<file path="src/rtl/encoder_step_sequencer_if.sv">
// Move-command handshake bundle for the encoder step sequencer.
// The master (requester) presents a command; the slave (sequencer) reports readiness.
interface encoder_step_sequencer_if #(
    parameter int CNT_W = 16,
    parameter int DIV_W = 16
);
    logic             cmd_valid;
    logic             cmd_ready;
    logic             cmd_dir;
    logic [CNT_W-1:0] cmd_steps;
    logic [DIV_W-1:0] cmd_period;

    modport master (
        output cmd_valid,
        output cmd_dir,
        output cmd_steps,
        output cmd_period,
        input  cmd_ready
    );

    modport slave (
        input  cmd_valid,
        input  cmd_dir,
        input  cmd_steps,
        input  cmd_period,
        output cmd_ready
    );
endinterface

</file>
<file path="src/rtl/encoder_step_sequencer.sv">
// Step scheduler for the quadrature encoder emulator.
// Accepts a move (direction, step count, inter-step period), emits that many
// one-cycle horario/antihorario strobes at the programmed spacing, tracks the
// signed absolute position and supports mid-move abort.
module encoder_step_sequencer #(
    parameter int CNT_W = 16,
    parameter int DIV_W = 16,
    parameter int POS_W = 32
) (
    input  logic                    clk,
    input  logic                    rst,
    encoder_step_sequencer_if.slave cmd,
    input  logic                    abort,
    output logic                    horario,
    output logic                    antihorario,
    output logic                    busy,
    output logic                    done,
    output logic                    aborted,
    output logic [CNT_W-1:0]        steps_left,
    output logic signed [POS_W-1:0] position
);

    typedef enum logic [1:0] {
        S_IDLE,
        S_RUN,
        S_DONE
    } state_t;

    state_t           state;
    logic             dir_q;
    logic [DIV_W-1:0] period_m1;
    logic [DIV_W-1:0] timer;
    logic             strobe;

    // Abort gates the strobe combinationally so the coinciding step is suppressed;
    // async reset of state drops the strobes immediately.
    always_comb begin
        strobe      = (state == S_RUN) && (timer == '0) && !abort;
        horario     = strobe && dir_q;
        antihorario = strobe && !dir_q;
    end

    assign cmd.cmd_ready = (state == S_IDLE);
    assign busy          = (state != S_IDLE);
    assign done          = (state == S_DONE);

    // Sequencer FSM: command capture, step timing, position tracking and abort.
    always_ff @(posedge clk or posedge rst) begin
        if (rst) begin
            state      <= S_IDLE;
            dir_q      <= 1'b0;
            period_m1  <= '0;
            timer      <= '0;
            aborted    <= 1'b0;
            steps_left <= '0;
            position   <= '0;
        end else begin
            case (state)
                S_IDLE: begin
                    if (cmd.cmd_valid) begin
                        dir_q      <= cmd.cmd_dir;
                        // A zero period behaves as one cycle between strobes.
                        period_m1  <= (cmd.cmd_period == '0) ? '0
                                                             : cmd.cmd_period - DIV_W'(1);
                        steps_left <= cmd.cmd_steps;
                        timer      <= '0;
                        aborted    <= 1'b0;
                        state      <= (cmd.cmd_steps == '0) ? S_DONE : S_RUN;
                    end
                end
                S_RUN: begin
                    if (abort) begin
                        aborted <= 1'b1;
                        state   <= S_DONE;
                    end else if (timer == '0) begin
                        steps_left <= steps_left - CNT_W'(1);
                        timer      <= period_m1;
                        position   <= dir_q ? position + POS_W'(1) : position - POS_W'(1);
                        if (steps_left == CNT_W'(1)) begin
                            state <= S_DONE;
                        end
                    end else begin
                        timer <= timer - DIV_W'(1);
                    end
                end
                S_DONE: begin
                    state <= S_IDLE;
                end
                default: begin
                    state <= S_IDLE;
                end
            endcase
        end
    end

endmodule

</file>
<file path="src/flat_wrapper.sv">
// flat-port wrapper written by rule: the top's interface ports become plain ports
module encoder_step_sequencer_flat 
#(
    parameter int CNT_W = 16,
    parameter int DIV_W = 16,
    parameter int POS_W = 32
)
  (clk, rst, abort, horario, antihorario, busy, done, aborted, steps_left, position, cmd_cmd_valid, cmd_cmd_dir, cmd_cmd_steps, cmd_cmd_period, cmd_cmd_ready);
  encoder_step_sequencer_if #(.CNT_W(CNT_W), .DIV_W(DIV_W)) cmd_i ();
  input  logic clk;
  input  logic rst;
  input  logic abort;
  output logic horario;
  output logic antihorario;
  output logic busy;
  output logic done;
  output logic aborted;
  output logic [CNT_W-1:0] steps_left;
  output logic signed [POS_W-1:0] position;
  input wire logic [$bits(cmd_i.cmd_valid)-1:0] cmd_cmd_valid;
  input wire logic [$bits(cmd_i.cmd_dir)-1:0] cmd_cmd_dir;
  input wire logic [$bits(cmd_i.cmd_steps)-1:0] cmd_cmd_steps;
  input wire logic [$bits(cmd_i.cmd_period)-1:0] cmd_cmd_period;
  output wire logic [$bits(cmd_i.cmd_ready)-1:0] cmd_cmd_ready;
  assign cmd_i.cmd_valid = cmd_cmd_valid;
  assign cmd_i.cmd_dir = cmd_cmd_dir;
  assign cmd_i.cmd_steps = cmd_cmd_steps;
  assign cmd_i.cmd_period = cmd_cmd_period;
  assign cmd_cmd_ready = cmd_i.cmd_ready;
  encoder_step_sequencer #(.CNT_W(CNT_W), .DIV_W(DIV_W), .POS_W(POS_W)) u_core (.clk(clk), .rst(rst), .cmd(cmd_i), .abort(abort), .horario(horario), .antihorario(antihorario), .busy(busy), .done(done), .aborted(aborted), .steps_left(steps_left), .position(position));
endmodule
</file>
<file path="config.mk">
export PLATFORM = sky130hd
export DESIGN_NAME = encoder_step_sequencer_flat
export DESIGN_NICKNAME = d
export VERILOG_FILES = /design/src/rtl/encoder_step_sequencer_if.sv /design/src/rtl/encoder_step_sequencer.sv /design/src/flat_wrapper.sv
export SDC_FILE = /design/constraint.sdc
export NUM_CORES = 1
export LEC_CHECK = 0
export BUFFER_PORTS_ARGS = -buffer_cell sky130_fd_sc_hd__buf_4
export CORE_MARGIN = 2
export CORE_UTILIZATION = 45
export CTS_CLUSTER_SIZE = 24
export DETAILED_ROUTE_END_ITERATION = 16
export MAX_ROUTING_LAYER = met4
export PLACE_DENSITY = 0.61
export RECOVER_POWER = 25
export SYNTH_ARGS = -nofsm -noshare
export SYNTH_HDL_FRONTEND = slang
export SYNTH_SLANG_ARGS = --single-unit
</file>
<file path="constraint.sdc">
create_clock -name clk -period 5.4 [get_ports clk]
set_clock_uncertainty 0.15 [all_clocks]
set_input_delay 1.62 -clock clk [delete_from_list [all_inputs] [get_ports clk]]
set_output_delay 1.62 -clock clk [all_outputs]
set_load 0.02 [all_outputs]
</file>
==> qor.csv <==
metric,value,unit
Hold Path Stages,1,
total die area,0.0143,mm^2
combinational group share of total power,66.6,%
first-pass GRT wire length,26100,um
PortBufs,90,
CTS H-tree depth,3,
Routed Antenna Nets,0,
CTS Sinks,84,
crit end category,output pin,
CTS tree,built,
Final Max Tran Viols,47,
setup TNS,0,ns
asr flop ratio synth,100,%
half-perimeter wire length after placement,11500,um
Final Cycle Share,78.0,%
WL/cell,15.5,um
CTS buffer count,9,
vias per inst,5.63,
Power Internal,0.00263,W
Die Ht,119,um
GRT Total Usage,22.9,%
Syn Area/Cell,8.14,um^2
WL final,15500,um
top_reg_cell synth,dfrtp_1,
1st-pass router iterations,5,
post-synthesis cell area,0.00600,mm^2
"Arr. time, crit path",2.44,ns
Multi-input gate area,0.00370,mm^2
Hold Fails Final Rpt,0,
maximum VDD drop,325,uV
crit-path max FO,4,
post-route DRC violation count,0,
layout cell share with drive strength beyond 1,14.5,%
endpoints failing setup,0,
RD Place Congestion,0.860,
P&R area growth vs syn,17.6,%
via count,5612,
Fmax achieved,0.237,GHz
"Remaining Overflow, GRT",0,
Syn Inst Count,737,
Hold WS,0.330,ns
die span in x,119,um
worst hold-check path type,register to register,
initial antenna violation count,0,
synth warn,0,
1st-iter DRT viols,348,
clock power share,10.8,%
buffer count from post-CTS setup fixing,0,
Final nets,890,
RSZ-0062 raised after global routing,no,
syn nets,811,
violated checks,"max-capacitance violations, max-slew violations",
Max Cap Violations,1,
Switching Share,50.5,%
deepest clock path buffer count,2,
fillers,1270,
Period minus WS final,4.21,ns
Psw,0.00269,W
n_diodes,0,
leakage power figure,3.22,nW
effective utilization at floorplan,45.7,%
clock-pin slew on the worst setup and hold paths,0.06,ns
unique cell type count in the Yosys netlist,69,
relative slew slack,-36.1,%
largest net degree at the start of global routing,63,
Post-synth EDFFs,0,
"Req. time, crit path",3.63,ns
Worst-Margin Slew,2.03,ns
sequential power share,22.6,%
# rows,42,
CP Class,input pin to output pin,
cts repair resizes,0,
core area,0.0131,mm^2
root buf cell,clkbuf_16,
sequential area share after synthesis,35.0,%
# hold bufs at CTS,0,
pwr dens,754,mW/mm^2
synthesized flop and latch total,84,
status,"complete, but fails checks",
startpoint class of the critical path,input pin,
vias in the first global route,5504,
I/O pin total,91,
register area,0.00210,mm^2
R2R depth,10,
worst skew pair latency,0.34,ns
-- metal layers --
metal  share of wire, %  vias up  wire, um  track usage (%)
li1                   -     2843         -                -
met1                 47     2630      7210             29.1
met2                 49      122      7520             37.2
met3                3.2       17       487             2.73
met4                1.6        0       246             9.56
met5                  0        -         0                -
-- path summary, 6_finish.rpt --
path                                          start                   to  slack, ns
min in group asynchronous                       rst   u_core.position[6]       1.66
worst min-delay path            u_core.period_m1[3]  u_core.period_m1[3]       0.33
max in group asynchronous                       rst      u_core.timer[9]       2.17
worst max register to register         u_core.dir_q  u_core.position[30]       1.67
worst max-delay path                          abort              horario       1.19
worst min register to register  u_core.period_m1[3]  u_core.period_m1[3]       0.33
-- placed cells by master (no fill, tap or decap), types with 3 or more instances in the layout --
| cell type | Yosys | final |
|---|---|---|
| o31ai_1 | 3 | 3 |
| a221o_1 | 3 | 3 |
| ha_1 | 36 | 36 |
| o211ai_1 | 9 | 9 |
| nor3b_1 | 3 | 3 |
| buf_4 | 1 | 86 |
| o22ai_1 | 4 | 4 |
| xnor2_1 | 18 | 18 |
| o21ai_0 | 86 | 86 |
| mux2i_1 | 3 | 3 |
| o211a_1 | 3 | 3 |
| dfrtp_1 | 84 | 84 |
| a21oi_2 | 3 | 3 |
| o21ai_1 | 16 | 16 |
| or3_1 | 9 | 9 |
| nand4_1 | 6 | 6 |
| nand2_1 | 97 | 97 |
| o21a_1 | 6 | 6 |
| xor2_1 | 14 | 14 |
| clkbuf_16 | 0 | 9 |
| a21oi_1 | 68 | 68 |
| and3_1 | 5 | 5 |
| inv_1 | 22 | 21 |
| o2bb2ai_1 | 3 | 3 |
| nor4_1 | 10 | 10 |
| a22oi_1 | 5 | 5 |
| nand2b_1 | 8 | 8 |
| a31oi_1 | 7 | 7 |
| a211oi_1 | 6 | 6 |
| nand3_1 | 16 | 16 |
| and2_1 | 6 | 6 |
| nor2b_1 | 4 | 4 |
| nor2_1 | 63 | 63 |
| a21o_1 | 20 | 20 |
| clkbuf_1 | 22 | 12 |
| nor3_1 | 25 | 25 |
-- critical path, cell delays in order --
cell      delay (ns)
clkbuf_1        0.13
nor2_1          0.29
nand2_4         0.09
nor2_1          0.15
buf_4           0.16
-- synth_stat cells, types with 5 or more instances --
master,number,area (um^2)
o21a_1,6,45.0
xor2_1,14,123
inv_1,22,82.6
o21ai_0,86,430
nand4_1,6,37.5
and3_1,5,31.3
ha_1,36,450
o21ai_1,16,80.1
a22oi_1,5,37.5
nor4_1,10,62.6
a21o_1,20,150
a21oi_1,68,340
clkbuf_1,22,82.6
a31oi_1,7,43.8
dfrtp_1,84,2100
or3_1,9,56.3
nor3_1,25,125
and2_1,6,37.5
nand2_1,97,364
xnor2_1,18,158
a211oi_1,6,45.0
o211ai_1,9,67.6
nor2_1,63,236
nand2b_1,8,50.1
nand3_1,16,80.1
-- state kept, by name (all words and copies together) (netlist names) --
register and count:
u_core.period_m1 16, u_core.aborted 1, u_core.position 32, u_core.dir_q 1, u_core.state 2, u_core.timer 16
u_core.steps_left 16
-- logic make-up after synthesis --
family | count (synthesis) | synth area share [%]
AO/OA/AOI/OAI | 262 | 26.8
XOR/XNOR | 32 | 4.67
adder cells (fa/ha/maj) | 37 | 7.84
buffers and inverters | 49 | 3.21
flip-flops | 84 | 35.0
multiplexers | 4 | 0.688
AND/OR/NAND/NOR | 269 | 21.8
-- power groups by stage --
stage	registers [W]	logic (W)	clock network, W
after detailed placement	0.00121	0.00354	0
after floorplan	0.00134	0.00246	0
after global routing	0.00125	0.00396	0.000614
after CTS	0.00121	0.00356	0.000589
final	0.00120	0.00355	0.000575
after global placement	0.00120	0.00350	0
-- cell type report --
| cell class | count | share of cell area (%) |
|---|---|---|
| multi-input cells | 604 | 52.5 |
| well taps | 176 | 3.12 |
| inverters | 22 | 1.19 |
| clock buffers | 14 | 3.60 |
| repair buffers | 95 | 9.68 |
| clock inverters | 2 | 0.142 |
| flip-flops and latches | 84 | 29.8 |
-- per-stage QoR --
stage	utilization (%)	power, W	instances	setup slack (ns)	instance area, um^2
finish	53.7	0.00532	997	1.19	7060
global route	53.7	0.00582	997	1.11	7060
CTS	53.9	0.00535	997	1.20	7090
detailed placement	51.9	0.00476	981	1.21	6820
global placement	51.9	0.00470	981	1.21	6820
floorplan	-	0.00381	737	1.35	6000
(Power assumes the default switching activity.)
